`src/rtl/path_odometer_pkg.sv`:
```
// Shared definitions for the path odometer and the distance stage it feeds.
//   - FSM state encoding
//   - coordinate/distance widths
//   - default distance-stage latency, so the odometer and the distance
//     pipeline take their depth from a single place
package path_odometer_pkg;

  localparam int X_W         = 11;  // centroid x width
  localparam int Y_W         = 10;  // centroid y width
  localparam int D_W         = 12;  // distance width
  localparam int DEF_LATENCY = 24;  // distance-stage pipeline depth

  typedef enum logic [1:0] {
    ST_EMPTY   = 2'd0,  // no previous point held
    ST_READY   = 2'd1,  // previous point held, idle
    ST_MEASURE = 2'd2   // waiting LATENCY cycles for the distance to settle
  } odo_state_t;

endpackage

```
`src/rtl/path_odometer_accum.sv`:
```
// Saturating path-length accumulator.
// Ports:
//   clk, reset   system clock, synchronous active-high reset
//   clear        zero total and overflow (wins over a same-cycle add)
//   add_en       add add_val this cycle
//   add_val      D_W-bit step length, zero-extended before the add
//   total        ACC_W-bit accumulated length, clamps at all-ones
//   overflow     sticky, set when an unclipped sum exceeded all-ones
module odo_accum
  import path_odometer_pkg::*;
#(
  parameter int ACC_W = 20
) (
  input  logic             clk,
  input  logic             reset,
  input  logic             clear,
  input  logic             add_en,
  input  logic [D_W-1:0]   add_val,
  output logic [ACC_W-1:0] total,
  output logic             overflow
);

  // The adder is one bit wider than the wider operand. With ACC_W >= D_W this
  // is ACC_W+1 bits and the saturation test is just the carry; a narrow
  // ACC_W still saturates correctly on a step that alone exceeds the range.
  localparam int OP_W  = (ACC_W > D_W) ? ACC_W : D_W;
  localparam int SUM_W = OP_W + 1;

  logic [SUM_W-1:0] sum;
  logic [SUM_W-1:0] max_v;
  logic             sat;

  always_comb begin
    max_v = {{(SUM_W - ACC_W){1'b0}}, {ACC_W{1'b1}}};
    sum   = {{(SUM_W - ACC_W){1'b0}}, total} + {{(SUM_W - D_W){1'b0}}, add_val};
    sat   = (sum > max_v);
  end

  always_ff @(posedge clk) begin
    if (reset || clear) begin
      total    <= '0;
      overflow <= 1'b0;
    end else if (add_en) begin
      total <= sat ? {ACC_W{1'b1}} : sum[ACC_W-1:0];
      if (sat) overflow <= 1'b1;
    end
  end

endmodule

```
`src/rtl/path_odometer.sv`:
```
// Path odometer: turns a stream of tracked centroid samples into start/end
// coordinate pairs for an external distance stage, samples the settled
// distance LATENCY cycles later and accumulates total path length.
// Ports:
//   clk, reset          system clock, synchronous active-high reset
//   pt_valid            one-cycle strobe, new centroid on pt_x/pt_y
//   pt_x, pt_y          centroid coordinates
//   track_lost          target lost, forget previous point / abandon step
//   clear               zero total and overflow
//   x_start..y_end      registered coordinate pair to the distance stage
//   distance            settled distance from the distance stage
//   step, step_valid    last sampled distance, one-cycle update strobe
//   total, overflow     saturating accumulated length, sticky saturation flag
//   busy                measurement in progress
//   dropped             one-cycle strobe, a pt_valid was ignored while busy
module path_odometer
  import path_odometer_pkg::*;
#(
  parameter int LATENCY  = DEF_LATENCY,
  parameter int MIN_STEP = 2,
  parameter int ACC_W    = 20
) (
  input  logic             clk,
  input  logic             reset,
  input  logic             pt_valid,
  input  logic [X_W-1:0]   pt_x,
  input  logic [Y_W-1:0]   pt_y,
  input  logic             track_lost,
  input  logic             clear,
  output logic [X_W-1:0]   x_start,
  output logic [X_W-1:0]   x_end,
  output logic [Y_W-1:0]   y_start,
  output logic [Y_W-1:0]   y_end,
  input  logic [D_W-1:0]   distance,
  output logic [D_W-1:0]   step,
  output logic             step_valid,
  output logic [ACC_W-1:0] total,
  output logic             overflow,
  output logic             busy,
  output logic             dropped
);

  localparam int CNT_W = $clog2(LATENCY + 1);

  odo_state_t       state_q, state_d;
  logic [CNT_W-1:0] cnt_q;
  logic [X_W-1:0]   prev_x;
  logic [Y_W-1:0]   prev_y;

  logic load_first;  // first point after EMPTY: zero-length pair
  logic load_step;   // second+ point: launch a measurement
  logic do_sample;   // distance settled this cycle
  logic drop_d;      // pt_valid arrived while measuring
  logic add_en;

  // Next state and per-cycle controls. track_lost overrides everything,
  // including a coincident pt_valid and a pending sample.
  always_comb begin
    state_d    = state_q;
    load_first = 1'b0;
    load_step  = 1'b0;
    do_sample  = 1'b0;
    drop_d     = 1'b0;
    if (track_lost) begin
      state_d = ST_EMPTY;
    end else begin
      case (state_q)
        ST_EMPTY: begin
          if (pt_valid) begin
            load_first = 1'b1;
            state_d    = ST_READY;
          end
        end
        ST_READY: begin
          if (pt_valid) begin
            load_step = 1'b1;
            state_d   = ST_MEASURE;
          end
        end
        ST_MEASURE: begin
          // A point arriving on the sampling edge is still dropped; the
          // next point is accepted from READY, i.e. after step_valid.
          if (pt_valid) drop_d = 1'b1;
          if (cnt_q == CNT_W'(1)) begin
            do_sample = 1'b1;
            state_d   = ST_READY;
          end
        end
        default: state_d = ST_EMPTY;
      endcase
    end
  end

  always_ff @(posedge clk) begin
    if (reset) state_q <= ST_EMPTY;
    else       state_q <= state_d;
  end

  always_ff @(posedge clk) begin
    if (reset) begin
      cnt_q      <= '0;
      prev_x     <= '0;
      prev_y     <= '0;
      x_start    <= '0;
      x_end      <= '0;
      y_start    <= '0;
      y_end      <= '0;
      step       <= '0;
      step_valid <= 1'b0;
      busy       <= 1'b0;
      dropped    <= 1'b0;
    end else begin
      step_valid <= do_sample;
      dropped    <= drop_d;
      busy       <= (state_d == ST_MEASURE);

      if (track_lost) begin
        cnt_q <= '0;
      end else if (load_step) begin
        cnt_q <= CNT_W'(LATENCY);
      end else if (state_q == ST_MEASURE) begin
        cnt_q <= cnt_q - CNT_W'(1);
      end

      if (load_first) begin
        prev_x  <= pt_x;
        prev_y  <= pt_y;
        x_start <= pt_x;
        x_end   <= pt_x;
        y_start <= pt_y;
        y_end   <= pt_y;
      end

      if (load_step) begin
        x_start <= prev_x;
        y_start <= prev_y;
        x_end   <= pt_x;
        y_end   <= pt_y;
        prev_x  <= pt_x;
        prev_y  <= pt_y;
      end

      if (do_sample) step <= distance;
    end
  end

  // Jitter deadband: short steps are reported but not accumulated.
  assign add_en = do_sample && (distance >= D_W'(MIN_STEP));

  odo_accum #(
    .ACC_W (ACC_W)
  ) u_accum (
    .clk      (clk),
    .reset    (reset),
    .clear    (clear),
    .add_en   (add_en),
    .add_val  (distance),
    .total    (total),
    .overflow (overflow)
  );

endmodule

```
`config.mk`:
```
export PLATFORM = sky130hd
export DESIGN_NAME = path_odometer
export DESIGN_NICKNAME = d
export VERILOG_FILES = /design/src/rtl/path_odometer_pkg.sv /design/src/rtl/path_odometer_accum.sv /design/src/rtl/path_odometer.sv
export SDC_FILE = /design/constraint.sdc
export NUM_CORES = 1
export LEC_CHECK = 0
export CAP_MARGIN = 25
export CORE_MARGIN = 3
export CORE_UTILIZATION = 43
export DETAILED_ROUTE_END_ITERATION = 10
export PLACE_DENSITY = 0.77
export SYNTH_ARGS = -nofsm -noshare
export SYNTH_HDL_FRONTEND = slang
export SYNTH_SLANG_ARGS = --single-unit
```
`constraint.sdc`:
```
create_clock -name clk -period 2.72 [get_ports clk]
set_input_delay 0.816 -clock clk [delete_from_list [all_inputs] [get_ports clk]]
set_output_delay 0.816 -clock clk [all_outputs]
set_load 0.02 [all_outputs]
```
==> impl_results.md, run 1 <==
* Initial Util at 45.7%
* Fmax at 0.373 GHz
* Final nets at 664
* DRT Pass-1 Iters at 4
* Crit Path Max Fanout at 5
* CTS tree: built
* Clk buf depth at 2
* Status: complete, no violations
* Wire per inst at 16.1 um
* Post-route ant nets at 0
* ANT cells at 0
* Most common cell after layout, fill and taps aside: clkdlybuf4s50_1
* Die W at 101 um
* Hold Crit Depth at 2
* Minimum clock period at 2.68 ns
* Syn Std Cell Area at 3870 sq um
* Critical Path RT at 2.97 ns
* CP endpoint kind: register
* Total number of vias at 3896
* Initial antenna violation count at 0
* Vias in the first global route at 3740
* CTS H-tree lvls at 3
* FF-to-FF path depth at 7
* Crit path kind: in2reg
* Grt ovf at 0
* Total CTS buffers at 9
* P per Cell Area at 437 nW/um^2
* Distinct cells, synth at 45
* Maxcap violations at 0
* R2r setup slk at 0.12 ns
* CTS root buf: clkbuf_8
* Hold WC Path Type: reg2reg
* Fin Hold WS at 0.458 ns
* Synthesized instance count at 455
* Worst EP arrival at 2.93 ns
* Total GRT Usage at 21.8%
* I/O pin total at 116
* YS warnings at 0
* Worst Max-Slew Pin Slew at 0.457 ns
* Largest net degree at the start of global routing at 38
* DR DRC count at 0
* Area Growth Syn to Fin at 51.5%
* Drt total wl at 11600 um
* DRT iter0 DRCs at 191
* Flops & latches, synth at 85
* Mapped Nets at 508
* Dpl hpwl at 8140 um
* Clock slew at reported path FFs at 0.09 ns
* Vias per cell at 5.40
* Async set or reset register ratio after synthesis at 0%
* Worst-skew pair later-pin latency at 0.36 ns
* Worst reg2reg endpoint: u_accum.total[17]$_SDFFE_PP0P_
* Top FF cell, synth: dfxtp_1
* Final hold vios at 0
* Max Slew Vio Count at 0
* Final worst path period share at 98.6%
* Port bufs at 115
* Max transition margin at 69.5%
* Clock sink total at 85
* DIE AREA at 10200 sq um
* Clk_skew at 0.0157 ns
* Final Power at 2560 uW
* Worst Setup Start Kind: input port
* Most frequent cells in the layout: clkdlybuf4s50_1, dfxtp_1, nand2_1
* Crit Reg-Reg Startpoint: cnt_q[0]$_SDFFE_PP0P_
* Mean Syn Cell Area at 8.50 sq um
* First-pass GRT wire length at 17900 um
* Final setup viols at 0
* Hold_sp: step[5]$_SDFFE_PP0P_
* Die height at 101 um
* Core box area at 8460 sq um
* EDFF count, synth at 0
* Seq/Total Area, Yosys at 44.0%
* Hold worst-path end: step[5]$_SDFFE_PP0P_
* Routability cong. at 0.908
* Share of layout cells above drive strength 1 at 17.0%
* Number of hold buffers added after cts at 0
* Pleak at 0.00220 uW
* Worst vdd ir at 0.278 mV
* Row count at 33
[how the worst max path moves through the flow]
stage / to / start / slack [ns]
global placement: u_accum.total[19]$_SDFFE_PP0P_ / distance[0] / -0.59
finish: u_accum.total[15]$_SDFFE_PP0P_ / distance[6] / 0.04
detailed placement: u_accum.total[13]$_SDFFE_PP0P_ / distance[0] / -0.73
CTS: u_accum.total[13]$_SDFFE_PP0P_ / distance[7] / 0.007
floorplan: u_accum.total[13]$_SDFFE_PP0P_ / distance[0] / 0.05
global route: u_accum.total[19]$_SDFFE_PP0P_ / distance[9] / -0.1
[Yosys cell counts (2+ instances only)]
| master | n | area [sq um] |
|---|---|---|
| dfxtp_1 | 85 | 1700 |
| nand2_1 | 79 | 297 |
| a21oi_1 | 64 | 320 |
| nor2_1 | 36 | 135 |
| a211oi_1 | 28 | 210 |
| clkbuf_1 | 25 | 93.8 |
| mux2i_1 | 21 | 210 |
| o21ai_0 | 16 | 80.1 |
| ha_1 | 14 | 175 |
| inv_1 | 9 | 33.8 |
| xor2_1 | 7 | 61.3 |
| and3_1 | 6 | 37.5 |
| a21o_1 | 5 | 37.5 |
| nand2b_1 | 5 | 31.3 |
| xnor2_1 | 4 | 35.0 |
| a2111oi_0 | 3 | 26.3 |
| and4_1 | 3 | 26.3 |
| nor2b_1 | 3 | 18.8 |
| nor3_1 | 3 | 15.0 |
| nor4_1 | 3 | 18.8 |
| or2_2 | 3 | 18.8 |
| a311oi_1 | 2 | 17.5 |
| and2_1 | 2 | 12.5 |
| nand3_1 | 2 | 10.0 |
| nor3_2 | 2 | 20.0 |
| o2111a_1 | 2 | 22.5 |
| o2111ai_1 | 2 | 17.5 |
| o211ai_1 | 2 | 15.0 |
| o21a_1 | 2 | 15.0 |
| or3_1 | 2 | 12.5 |
[metrics by stage]
stage | TNS (ns) | area, sq um | utilization (%) | cells | setup slack, ns
3_5_place_dp | -12.12 | 5470 | 64.6 | 699 | -0.727
4_1_cts | 0 | 5700 | 67.4 | 717 | 0.00746
6_report | 0 | 5860 | 69.2 | 721 | 0.0369
3_3_place_gp | -10.0 | 5470 | 64.6 | 699 | -0.594
2_1_floorplan | 0 | 3880 | - | 455 | 0.0462
5_1_grt | -0.155 | 5860 | 69.2 | 721 | -0.0972
[layout make-up]
cell class / instances / area, sq um
tap: 105 / 131
timing repair buffer: 171 / 1590
fill: 669 / 2610
multi-input combinational: 335 / 2210
clock inverter: 6 / 53.8
inverter: 9 / 33.8
clock buffer: 10 / 138
sequential: 85 / 1700
[repair_timing]
item / in CTS / in global routing
resized for setup: 12 / 22
cloned: 0 / 0
endpoints found under the setup margin: 21 / 13
pin swaps: 11 / 8
setup buffers: 3 / 4
[worst max-delay path, stage by stage]
cell and delay [ns]:
clkdlybuf4s50_1 0.45, ha_1 0.35, a21oi_1 0.18, o21ai_0 0.14
a31o_2 0.31, o21a_2 0.26, o2111a_1 0.24, o211a_1 0.19
[power by group]
group,total (uW),switching (uW),internal (uW)
Clock,867,494,373
Sequential,1300,23.4,1280
Combinational,387,194,193
Total,2560,711,1850
[state kept, by name, summed over array words and instances (netlist names)]
register and flops:
u_accum.total 20, step 12, prev_x 11, x_start 11, prev_y 10, y_start 10
cnt_q 5, state_q 2, busy 1, dropped 1, step_valid 1, u_accum.overflow 1
[cell families (layout without fill, tap and decap cells)]
group	count (synthesis)	in the layout	synth area share, %
muxes	21	21	5.44
xor gates and xnor gates	11	11	2.49
buffers and inverters	35	196	3.40
AOI/OAI and AO/OA	132	132	21.1
adders and majority gates	15	15	5.05
DFF	85	85	44.0
and+or+nand+nor	156	156	18.5
[per-layer routing]
layer / share of wire (%) / wire length, um / global-route usage [%]
met4: 2.7 / 310 / 9.64
met2: 49 / 5700 / 34.9
met1: 43 / 5010 / 28.3
met5: 0 / 0 / 0
met3: 5.3 / 621 / 4.29
No activity file was read; power rests on OpenSTA's default activity.
==> run 2: changes to the inputs <==
- CTS_CLUSTER_DIAMETER: unset -> 60
==> results of run 2 <==
Same layout as run 1: the final DEF is identical, and so are final timing and power.
==> run 3: changes to the inputs <==
- CORE_ASPECT_RATIO: unset -> 0.75
==> impl_results.md, run 3 (synthesis gave the netlist of run 1 again) <==
* Hold WC Path Type: reg2reg
* Clk buf depth at 2
* R2r setup slk at 0.12 ns
* P per Cell Area at 495 nW/um^2
* DR DRC count at 0
* FF-to-FF path depth at 7
* Minimum clock period at 2.73 ns
* DRT Pass-1 Iters at 4
* Top Registers: u_accum.total (20), step (12)
* Die height at 88.1 um
* DIE AREA at 10200 sq um
* CP endpoint kind: register
* RSZ-0062 raised after global routing: true
* Biggest register: u_accum.total
* Fin Hold WS at 0.452 ns
* Crit Path Max Fanout at 3
* Final setup viols at 1
* Area post-placement at 5400 sq um
* Critical Path RT at 2.92 ns
* Hold_sp: step[10]$_SDFFE_PP0P_
* Clock sink total at 85
* Violated checks: setup timing
* Area Growth Syn to Fin at 52.5%
* Drt total wl at 11600 um
* CTS tree: built
* Final nets at 655
* Max Slew Vio Count at 0
* Vias per cell at 5.39
* Post-route ant nets at 0
* Largest net degree at the start of global routing at 54
* Initial antenna violation count at 0
* Total number of vias at 3845
* Number of hold buffers added after cts at 0
* ANT cells at 0
* Max transition margin at 68.2%
* Worst-skew pair later-pin latency at 0.33 ns
* Worst Setup Start Kind: input port
* First-pass GRT wire length at 18000 um
* Hold Crit Depth at 2
* Worst vdd ir at 0.436 mV
* Pleak at 0.00221 uW
* Share of layout cells above drive strength 1 at 15.5%
* Row count at 29
* Core box area at 8600 sq um
* Port bufs at 115
* Crit Reg-Reg Startpoint: cnt_q[0]$_SDFFE_PP0P_
* CP Capture Point: u_accum.total[19]$_SDFFE_PP0P_
* Most frequent cells in the layout: clkdlybuf4s50_1, dfxtp_1, nand2_1
* Routability cong. at 0.924
* Critical path's largest stage delay at 0.47 ns
* Fmax at 0.366 GHz
* Clk_skew at 0.00541 ns
* Final Power at 2920 uW
* Final worst path period share at 100%
* Clock slew at reported path FFs at 0.06 ns
* I/O pin total at 116
* Maxcap violations at 0
* Setup TNS at -0.0117 ns
* Max reg flops at 20
* Post-route cell area at 5900 sq um
* Wire per inst at 16.2 um
* Grt ovf at 0
* Worst EP arrival at 2.94 ns
* Crit. Startpoint: distance[2]
* CTS H-tree lvls at 3
* Crit path kind: in2reg
* Worst reg2reg endpoint: u_accum.total[17]$_SDFFE_PP0P_
* Die W at 115 um
* Initial Util at 45.0%
* CTS root buf: clkbuf_16
* Slowest CP cell: clkdlybuf4s50_1
* CP Cell Sequence: clkdlybuf4s50_1, buf_4, nor4_1, and3_2, nand2b_2, a2111oi_2, a2111oi_0, nor3b_1
* Status: complete, but fails checks
* Final hold vios at 0
* DRT iter0 DRCs at 170
* Dpl hpwl at 8370 um
* Vias in the first global route at 3681
* Total CTS buffers at 9
* Total GRT Usage at 22.5%
* Final WS setup at -0.0117 ns
* Most common cell after layout, fill and taps aside: clkdlybuf4s50_1
* Worst Max-Slew Pin Slew at 0.475 ns
-- run 3: cell count changes in the layout (fill, tap and decap cells not counted), moves of 3 or more --
cell             before  now
buf_4                54   45
clkdlybuf4s50_1     109  106
o21ai_1               0    3
clkbuf_16             0    9
clkbuf_8             10    2
dlygate4sd2_1         1    4
-- run 3: repair_timing --
action / CTS / global route
pin swaps: 10 / 6
endpoints found under the hold margin: 0 / 0
setup buffers: 3 / 1
setup endpoints to repair: 21 / 20
gates resized for setup: 19 / 20
gates cloned: 0 / 0
-- run 3: how the worst min path moves through the flow --
stage | endpoint | slack, ns
after floorplan | cnt_q[0]$_SDFFE_PP0P_ | 0.46
after CTS | step[10]$_SDFFE_PP0P_ | 0.46
final | step[10]$_SDFFE_PP0P_ | 0.45
after detailed placement | step[10]$_SDFFE_PP0P_ | 0.45
after global routing | step[1]$_SDFFE_PP0P_ | 0.48
after global placement | step[0]$_SDFFE_PP0P_ | 0.44
-- run 3: through the flow --
step / utilization (%) / setup WS [ns] / std cells
after floorplan: - / 0.0462 / 455
after global placement: 62.8 / -0.591 / 695
after detailed placement: 62.8 / -0.701 / 695
after CTS: 67.6 / 0.00956 / 713
after global routing: 68.6 / -0.0318 / 714
final: 68.6 / -0.0117 / 714
-- run 3: worst max-delay path, delay by kind of cell --
family / cells / cell delay, ns
and+or+nand+nor: 4 / 0.98
buffers and inverters: 2 / 0.64
AOI/OAI and AO/OA: 2 / 0.50
-- run 3: layer usage --
metal / GRT usage, % / up-vias / routed length [um] / share of wire, %
met3: 5.94 / 16 / 592 / 5.1
li1: - / 1919 / - / -
met5: 0 / - / 0 / 0
met2: 36.0 / 86 / 5410 / 47
met4: 5.65 / 0 / 153 / 1.3
met1: 30.4 / 1824 / 5430 / 47
-- run 3: layout make-up --
class / count / area [sq um]
clock inverter: 4 / 47.5
timing repair buffer: 162 / 1510
inverter: 9 / 33.8
tap: 108 / 135
sequential: 85 / 1700
clock buffer: 11 / 253
fill: 706 / 2700
multi-input combinational: 335 / 2210
-- run 3: power breakdown --
part           total, uW  internal [uW]  switching (uW)
combinational        375            184             191
clock               1240            753             485
sequential          1310           1280            22.8
